## config.mk

```make
export PLATFORM = sky130hd
export DESIGN_NAME = knob_slew_flat
export DESIGN_NICKNAME = d
export VERILOG_FILES = /design/src/rtl/knob_slew_if.sv /design/src/rtl/knob_slew.sv /design/src/flat_wrapper.sv
export SDC_FILE = /design/constraint.sdc
export NUM_CORES = 1
export LEC_CHECK = 0
export CORE_MARGIN = 1
export CORE_UTILIZATION = 35
export CTS_CLUSTER_DIAMETER = 40
export DETAILED_ROUTE_END_ITERATION = 8
export GPL_ROUTABILITY_DRIVEN = 0
export PLACE_DENSITY_LB_ADDON = 0.25
export SLEW_MARGIN = 20
export SYNTH_ARGS = -nofsm -noshare
export SYNTH_HDL_FRONTEND = slang
export SYNTH_SLANG_ARGS = --single-unit
```

## constraint.sdc

```tcl
create_clock -name clk_i -period 3.3 [get_ports clk_i]
set_input_delay 0.33 -clock clk_i [delete_from_list [all_inputs] [get_ports clk_i]]
set_output_delay 0.33 -clock clk_i [all_outputs]
set_load 0.05 [all_outputs]
```

## src/rtl/knob_slew_if.sv

```systemverilog
// knob_slew_if: detent index / vsync in, live parameter and status flags out.
interface knob_slew_if #(
    parameter int unsigned IW = 4,
    parameter int unsigned W  = 8
);
    logic [IW-1:0] idx;
    logic          vs;
    logic [W-1:0]  value;
    logic          busy;
    logic          chg;
    logic          osd;

    modport master (output idx, output vs, input value, input busy, input chg, input osd);
    modport slave  (input idx, input vs, output value, output busy, output chg, output osd);
endinterface

```

## src/rtl/knob_slew.sv

```systemverilog
// knob_slew: maps a detent index to a W-bit parameter and moves it toward that target only on frame pulses.
// Macro KNOB_SLEW_EN: defined -> at most RATE per frame; undefined -> jump to target on each frame pulse.
module knob_slew #(
    parameter int unsigned N    = 12,
    parameter int unsigned INIT = 0,
    parameter int unsigned W    = 8,
    parameter int unsigned BASE = 0,
    parameter int unsigned STEP = 16,
    parameter int unsigned RATE = 4,
    parameter int unsigned HOLD = 60
) (
    input  logic         clk_i,
    input  logic         rst_ni,
    knob_slew_if.slave   bus
);
    localparam int unsigned IW   = (N > 1) ? $clog2(N) : 1;
    localparam int unsigned HW   = $clog2(HOLD + 1);
    localparam logic [31:0] VMAX = 32'((64'(1) << W) - 64'(1));
`ifdef KNOB_SLEW_EN
    localparam logic [31:0] LIM  = 32'(RATE);
`else
    // Limit never below full scale, so a single step always reaches the target.
    localparam logic [31:0] LIM  = 32'(RATE) | VMAX;
`endif

    // Linear index-to-value map with index clamp and saturation.
    function automatic logic [W-1:0] map_idx(input logic [IW-1:0] i);
        logic [31:0] ic;
        logic [31:0] v;
        ic = (32'(i) >= N - 1) ? 32'(N - 1) : 32'(i);
        v  = BASE + ic * STEP;
        return (v > VMAX) ? W'(VMAX) : W'(v);
    endfunction

    localparam logic [IW-1:0] INIT_IDX = IW'(INIT);
    localparam logic [W-1:0]  INIT_VAL = map_idx(INIT_IDX);

    logic [IW-1:0] idx_q, idx_d;
    logic [W-1:0]  target_q, target_d;
    logic [W-1:0]  value_q, value_d;
    logic          vs_q, vs_d;
    logic          chg_q, chg_d;
    logic [HW-1:0] hold_q, hold_d;
    logic          fr;
    logic          idx_chg;
    logic [W-1:0]  diff;
    logic [W-1:0]  step;

    always_comb begin
        fr       = bus.vs & ~vs_q;
        idx_chg  = (bus.idx != idx_q);
        idx_d    = bus.idx;
        target_d = map_idx(bus.idx);
        chg_d    = idx_chg;
        vs_d     = bus.vs;
        hold_d   = hold_q;
        value_d  = value_q;
        diff     = (value_q < target_q) ? (target_q - value_q) : (value_q - target_q);
        step     = (32'(diff) > LIM) ? W'(LIM) : diff;

        // A new index reloads the window; the load takes priority over the frame decrement.
        if (idx_chg) begin
            hold_d = HW'(HOLD);
        end else if (fr && (hold_q != '0)) begin
            hold_d = hold_q - HW'(1);
        end

        // Step is clamped to the remaining distance, so no overshoot or wrap.
        if (fr) begin
            if (value_q < target_q) begin
                value_d = value_q + step;
            end else if (value_q > target_q) begin
                value_d = value_q - step;
            end
        end
    end

    always_ff @(posedge clk_i or negedge rst_ni) begin
        if (!rst_ni) begin
            idx_q    <= INIT_IDX;
            target_q <= INIT_VAL;
            value_q  <= INIT_VAL;
            vs_q     <= 1'b0;
            chg_q    <= 1'b0;
            hold_q   <= '0;
        end else begin
            idx_q    <= idx_d;
            target_q <= target_d;
            value_q  <= value_d;
            vs_q     <= vs_d;
            chg_q    <= chg_d;
            hold_q   <= hold_d;
        end
    end

    assign bus.value = value_q;
    assign bus.busy  = (value_q != target_q);
    assign bus.chg   = chg_q;
    assign bus.osd   = (hold_q != '0);
endmodule
```

## src/flat_wrapper.sv

```systemverilog
// flat-port wrapper written by rule: the top's interface ports become plain ports
module knob_slew_flat 
#(
    parameter int unsigned N    = 12,
    parameter int unsigned INIT = 0,
    parameter int unsigned W    = 8,
    parameter int unsigned BASE = 0,
    parameter int unsigned STEP = 16,
    parameter int unsigned RATE = 4,
    parameter int unsigned HOLD = 60
)
  (clk_i, rst_ni, bus_idx, bus_vs, bus_value, bus_busy, bus_chg, bus_osd);
  knob_slew_if #(.W(W)) bus_i ();
  input  logic clk_i;
  input  logic rst_ni;
  input wire logic [$bits(bus_i.idx)-1:0] bus_idx;
  input wire logic [$bits(bus_i.vs)-1:0] bus_vs;
  output wire logic [$bits(bus_i.value)-1:0] bus_value;
  output wire logic [$bits(bus_i.busy)-1:0] bus_busy;
  output wire logic [$bits(bus_i.chg)-1:0] bus_chg;
  output wire logic [$bits(bus_i.osd)-1:0] bus_osd;
  assign bus_i.idx = bus_idx;
  assign bus_i.vs = bus_vs;
  assign bus_value = bus_i.value;
  assign bus_busy = bus_i.busy;
  assign bus_chg = bus_i.chg;
  assign bus_osd = bus_i.osd;
  knob_slew #(.N(N), .INIT(INIT), .W(W), .BASE(BASE), .STEP(STEP), .RATE(RATE), .HOLD(HOLD)) u_core (.clk_i(clk_i), .rst_ni(rst_ni), .bus(bus_i));
endmodule
```

After elaboration in Yosys (flattened, before gate mapping)

Cells that the tools add are included.

Memories kept: 0
Bits of input ports: 7
Register bits: 28
Output and inout bits: 11
ROM bits: 0
RAM bits: 0
Bits in latches: 0
Word-level logic and storage cells: 31

Shifts and indexed selects: 0
$lt $le $gt $ge: 4
Equality and inequality tests: 2
Multiplexer cells: 7
Multipliers: 0
$add $sub $neg: 5
Reduce and logical (&&, ||, !) cells: 5
Divide/modulo/power cells: 0
Bitwise gates (word level): 2

Operator list:

| operator            | number |
|---|---|
| $gt 32x8->1 const B | 1 |
| $mux 8              | 4 |
| $sub 8x8->8         | 3 |
| $mux 6              | 2 |
| $add 8x8->8         | 1 |
| $gt 8x8->1          | 1 |
| $lt 8x8->1          | 1 |
| $ne 8x8->1          | 1 |
| $reduce_bool 6->1   | 1 |
| $sub 6x1->6 const B | 1 |
| $ge 4x4->1 const B  | 1 |
| $mux 4              | 1 |
| $ne 4x4->1          | 1 |
| $reduce_bool 2->1   | 2 |
| $reduce_and 2->1    | 1 |
| $and 1x1->1         | 1 |
| $logic_and 1x1->1   | 1 |
| $not 1->1           | 1 |

Logic depth before layout (Yosys ltp)

Gate-level depths: netlist of the first run.

Word-level depth: 5
Depth in mapped cells: 16
Gate-level depth less buffers: 16

Worst setup path after synthesis of the first run

No wires, ideal clock.

Kind: register to register
Start point: register u_core.value_q[4], in the netlist u_core.bus.value[4]
End point: register u_core.value_q[7], in the netlist u_core.bus.value[7]
Arrival: 3.163 ns
Period minus slack after synthesis: 3.304 ns
Required time: 3.159 ns
Setup time: 0.141 ns
Buffers on the path: 0
Path slack: -0.004 ns
Cell stages (with the launch flop): 15
Cell sequence: dfrtp_1 > inv_1 > ha_1 > nor3b_1 > or3_1 > a21oi_1 > xnor2_1 > a21oi_1 > xnor2_1 > ha_1 > nor2_1 > a21oi_1 > xnor2_2 > mux2i_1 > xnor2_1

Word-level cells in the longest chain between the ends: 5
Elaborated cells on any way between the ends: 11
Those cells by class: add/sub (4); order compare (2); mux (3); reduce/logical (2)

Ends and longest elaborated chain:

| element                                   | RTL line                         | RTL |
|---|---|---|
| from (decl)                               | knob_slew.sv:40                  | `logic [W-1:0] value_q, value_d;` |
| from (signal assigned)                    | knob_slew.sv:89                  | `value_q <= value_d;` |
| $sub 8x8->8 or $lt 8x8->1 (tied branches) | knob_slew.sv:58, knob_slew.sv:70 |  |
| $mux 8                                    | knob_slew.sv:58                  | `diff = (value_q < target_q) ? (target_q - value_q) : (value_q - target_q);` |
| $sub 8x8->8                               | knob_slew.sv:73                  | `value_d = value_q - step;` |
| $mux 8                                    | knob_slew.sv:72                  | `end else if (value_q > target_q) begin` |
| $mux 8                                    | knob_slew.sv:70                  | `if (value_q < target_q) begin` |

Several ways; a longest one is shown, not always the timed one. The select of a mux whose other input is x is not followed.
A chain may end at the register's enable or synchronous reset.

Worst setup path in the final report of the first run

Ends and elaborated chain as after synthesis.

==> metrics.md, run 1 <==
| Metric | Value |
|---|---|
| DRC | 0 |
| Buf/Inv on CP | 1 |
| Final Hold Fails | 0 |
| # hold bufs at CTS | 0 |
| FF+latch count, synth | 22 |
| Pre-Repair DR Iteration Count | 4 |
| Multi-input gate area | 921 µm² |
| Avg Vias per Cell | 4.89 |
| Share of layout cells above drive strength 1 | 8.15% |
| # fillers | 397 |
| Clock Latency Late Sink | roughly 260 ps |
| DRT iter0 DRCs | 58 |
| CP Launch Type | flip-flop |
| Most frequent CP cell | xnor2_1 |
| H-tree levels | 1 |
| CP Cell Sequence | inv_1 > ha_1 > nor3b_1 > or3_1 > a21oi_2 > xnor2_1 > a21oi_1 > xnor2_1 > ha_1 > nor2_1 > a21oi_2 > xnor2_2 > mux2i_1 > xnor2_1 |
| Path length in cells of the critical path | 14 |
| DP Worst Slack | 95.0 ps |
| Clock Path Buffers | 2 |
| Max_cap viols | 0 |
| Syn Area/Cell | 9.26 µm² |
| Reg2reg end | u_core.bus.value[7] |
| I/O pin total | 18 |
| Worst-case hold slack | 25.5 ps |
| Crit Reg-Reg Startpoint | u_core.bus.value[4] |
| Antenna violations before repair | 0 |
| CTS tree | done |
| GRT Residual Overflow | 0 |
| Critical path origin | u_core.bus.value[4] |
| Count of cell types in the netlist | 36 |
| Critical path data required time | ~3500 ps |
| Fmax | 323 MHz |
| R2R depth | 14 |
| Antenna Nets Post-Route | 0 |
| Vias in the first global route | 1180 |
| Port bufs | 15 |
| Fraction of registers with async set/reset | 100% |
| Post-synth top flop | dfrtp_1 |
| Total track usage | approximately 15% |
| Worst slew pin tran | ~680 ps |
| Reg area | around 550 µm² |
| Initial cell density of the core | between 30% and 40% |
| Status | completed |
| Synth Cell Area | 1550 µm² |
| CTS Buf Count | 3 |
| Avg WL per Cell | 12.8 µm |
| Period minus WS final | 3090 ps |
| Worst hold path class | primary input to asynchronous set/reset pin |
| Critical path's slowest cell | dfrtp_2 |
| Max_slew headroom | 54.4% |
| Period utilization | 93.8% |
| CTS Root Buffer Type | clkbuf_8 |
| Post-synth EDFFs | 0 |
| CP endpoint kind | flip-flop |
| CP arrival | roughly 3300 ps |
| Sequential fraction of the synthesis area | 35.6% |
| Final core occ | between 40% and 50% |
| Cell count after synthesis | 167 |
| Antenna Cells | 0 |
| WL final | 3010 µm |
| Setup violators final | 0 |
| Die W | just under 70 µm |
| Register-to-Register Setup Slack | 210 ps |
| Final #Nets | 211 |
| Wire length of the first global-routing pass | 5110 µm |
| Ys Warns | 0 |
| Synth-to-layout area growth | 17.9% |
| Core area | 4120 µm² |
| Max-slew violations | 0 |
| Largest net degree at the start of global routing | 23 |
| Post-DP HPWL | 2370 µm |
| Kind of critical path | flip-flop to flip-flop |
| Clock sink count | 22 |
| Setup TNS | 0 ps |
| Vert. Die Dim | roughly 68 µm |
| CP Max Fanout | 5 |
| Clock transition at the registers of the reported paths | around 80 ps |
| CP peak stage delay | about 400 ps |
| DIE AREA | 4690 µm² |
| Routed vias | 1145 |
| Cell family with the largest share of critical-path delay | simple AND/OR/NAND/NOR gates |
| CP endpoint | u_core.bus.value[7] |
| Std-Cell Rows | 23 |
| Commonest non-fill, non-tap cell in the layout | dfrtp_1 |
| Most frequent cells in the layout | 21 x dfrtp_1, 17 x nand2_1, 17 x ha_1, 14 x clkdlybuf4s50_1, 13 x inv_1 |
| Setup skew after layout | 0.968 ps |
| Setup WS post-layout | 206 ps |
[cells in the mapped netlist (all sizes together) (4+ instances only)]
master | instances | area share, %
a21o | 4 | 1.9
a21oi | 10 | 3.2
buf | 4 | 2.0
dfrtp | 22 | 36
ha | 17 | 14
inv | 13 | 3.2
nand2 | 17 | 4.1
nor2 | 11 | 2.7
o21ai | 12 | 3.9
xnor2 | 9 | 5.6
xor2 | 12 | 6.8
[worst reg2reg max path: cells and delay by family, from the launching register on]
kind	cells	cell delay [ps]
simple gates	3	670
fa+ha+maj	2	640
xor+xnor	4	520
compound gates	3	480
flops	1	400
mux	1	230
buf+inv	1	70
[layer usage]
layer	track usage (%)	routed length [µm]	part of all wire, %
met3	2.17	102	3.4
met5	0	0	0
met4	7.03	44	1.5
met2	25.9	1460	49
met1	17.8	1400	46
[area by class of cell]
cell class | count | share of cell area, %
Inverter | 13 | 2.68
Clock inverter | 1 | 1.65
Clock buffer | 3 | 2.26
Timing Repair Buffer | 18 | 9.20
Multi-Input combinational cell | 127 | 50.5
Tap cell | 50 | 3.43
Sequential cell | 22 | 30.3
[sequential cells by signal, summed over array words and instances, names as in the netlist]
name,count
u_core.bus.value,6
u_core.hold_q,6
u_core.idx_q,4
u_core.target_q,4
u_core.bus.chg,1
u_core.vs_q,1
[worst min-delay path by stage]
stage / startpoint / end / slack (ps) / cells after the start
global route: rst_ni / u_core.bus.chg / 60 / 1
CTS: u_core.bus.value[7] / u_core.bus.value[7] / 530 / 1
detailed placement: u_core.bus.value[7] / u_core.bus.value[7] / 520 / 1
finish: rst_ni / u_core.bus.value[2] / 30 / 1
global placement: u_core.bus.value[4] / u_core.bus.value[4] / 510 / 2
floorplan: rst_ni / u_core.bus.chg / 30 / 0
[cells by family (layout without fill, tap and decap cells)]
family / count (synthesis) / in the layout / synth area share (%)
and+or+nand+nor: 50 / 50 / 16.0
other: 1 / 3 / 0.242
DFF: 22 / 22 / 35.6
AOI/OAI and AO/OA: 33 / 33 / 12.9
buffers and inverters: 20 / 35 / 5.91
muxes: 1 / 1 / 0.647
xor gates and xnor gates: 21 / 21 / 12.4
adders and majority gates: 19 / 19 / 16.3
[per-stage QoR]
| step | area, µm² | std cells |
|---|---|---|
| floorplan | 1560 | 169 |
| global placement | 1750 | 230 |
| detailed placement | 1750 | 230 |
| CTS | 1820 | 234 |
| global route | 1820 | 234 |
| finish | 1820 | 234 |
[repair_timing]
item	CTS	global route
setup buffers	0	0
setup endpoints to repair	0	1
gates resized for setup	0	3
Power of run 1 is left out: the tool's default activity adds up to more than one toggle a clock period on the data nets, which glitch-free logic cannot reach.
==> run 2: changes to the inputs <==
--- a/config.mk
+++ b/config.mk
@@ -7,7 +7,7 @@
 export LEC_CHECK = 0
 export CORE_MARGIN = 1
 export CORE_UTILIZATION = 35
-export CTS_CLUSTER_DIAMETER = 40
+export CTS_CLUSTER_DIAMETER = 50
 export DETAILED_ROUTE_END_ITERATION = 8
 export GPL_ROUTABILITY_DRIVEN = 0
 export PLACE_DENSITY_LB_ADDON = 0.25
==> results of run 2 <==
Same layout as run 1: the final DEF is identical, and so are final timing and power.
Power of run 2 is left out for the same reason.
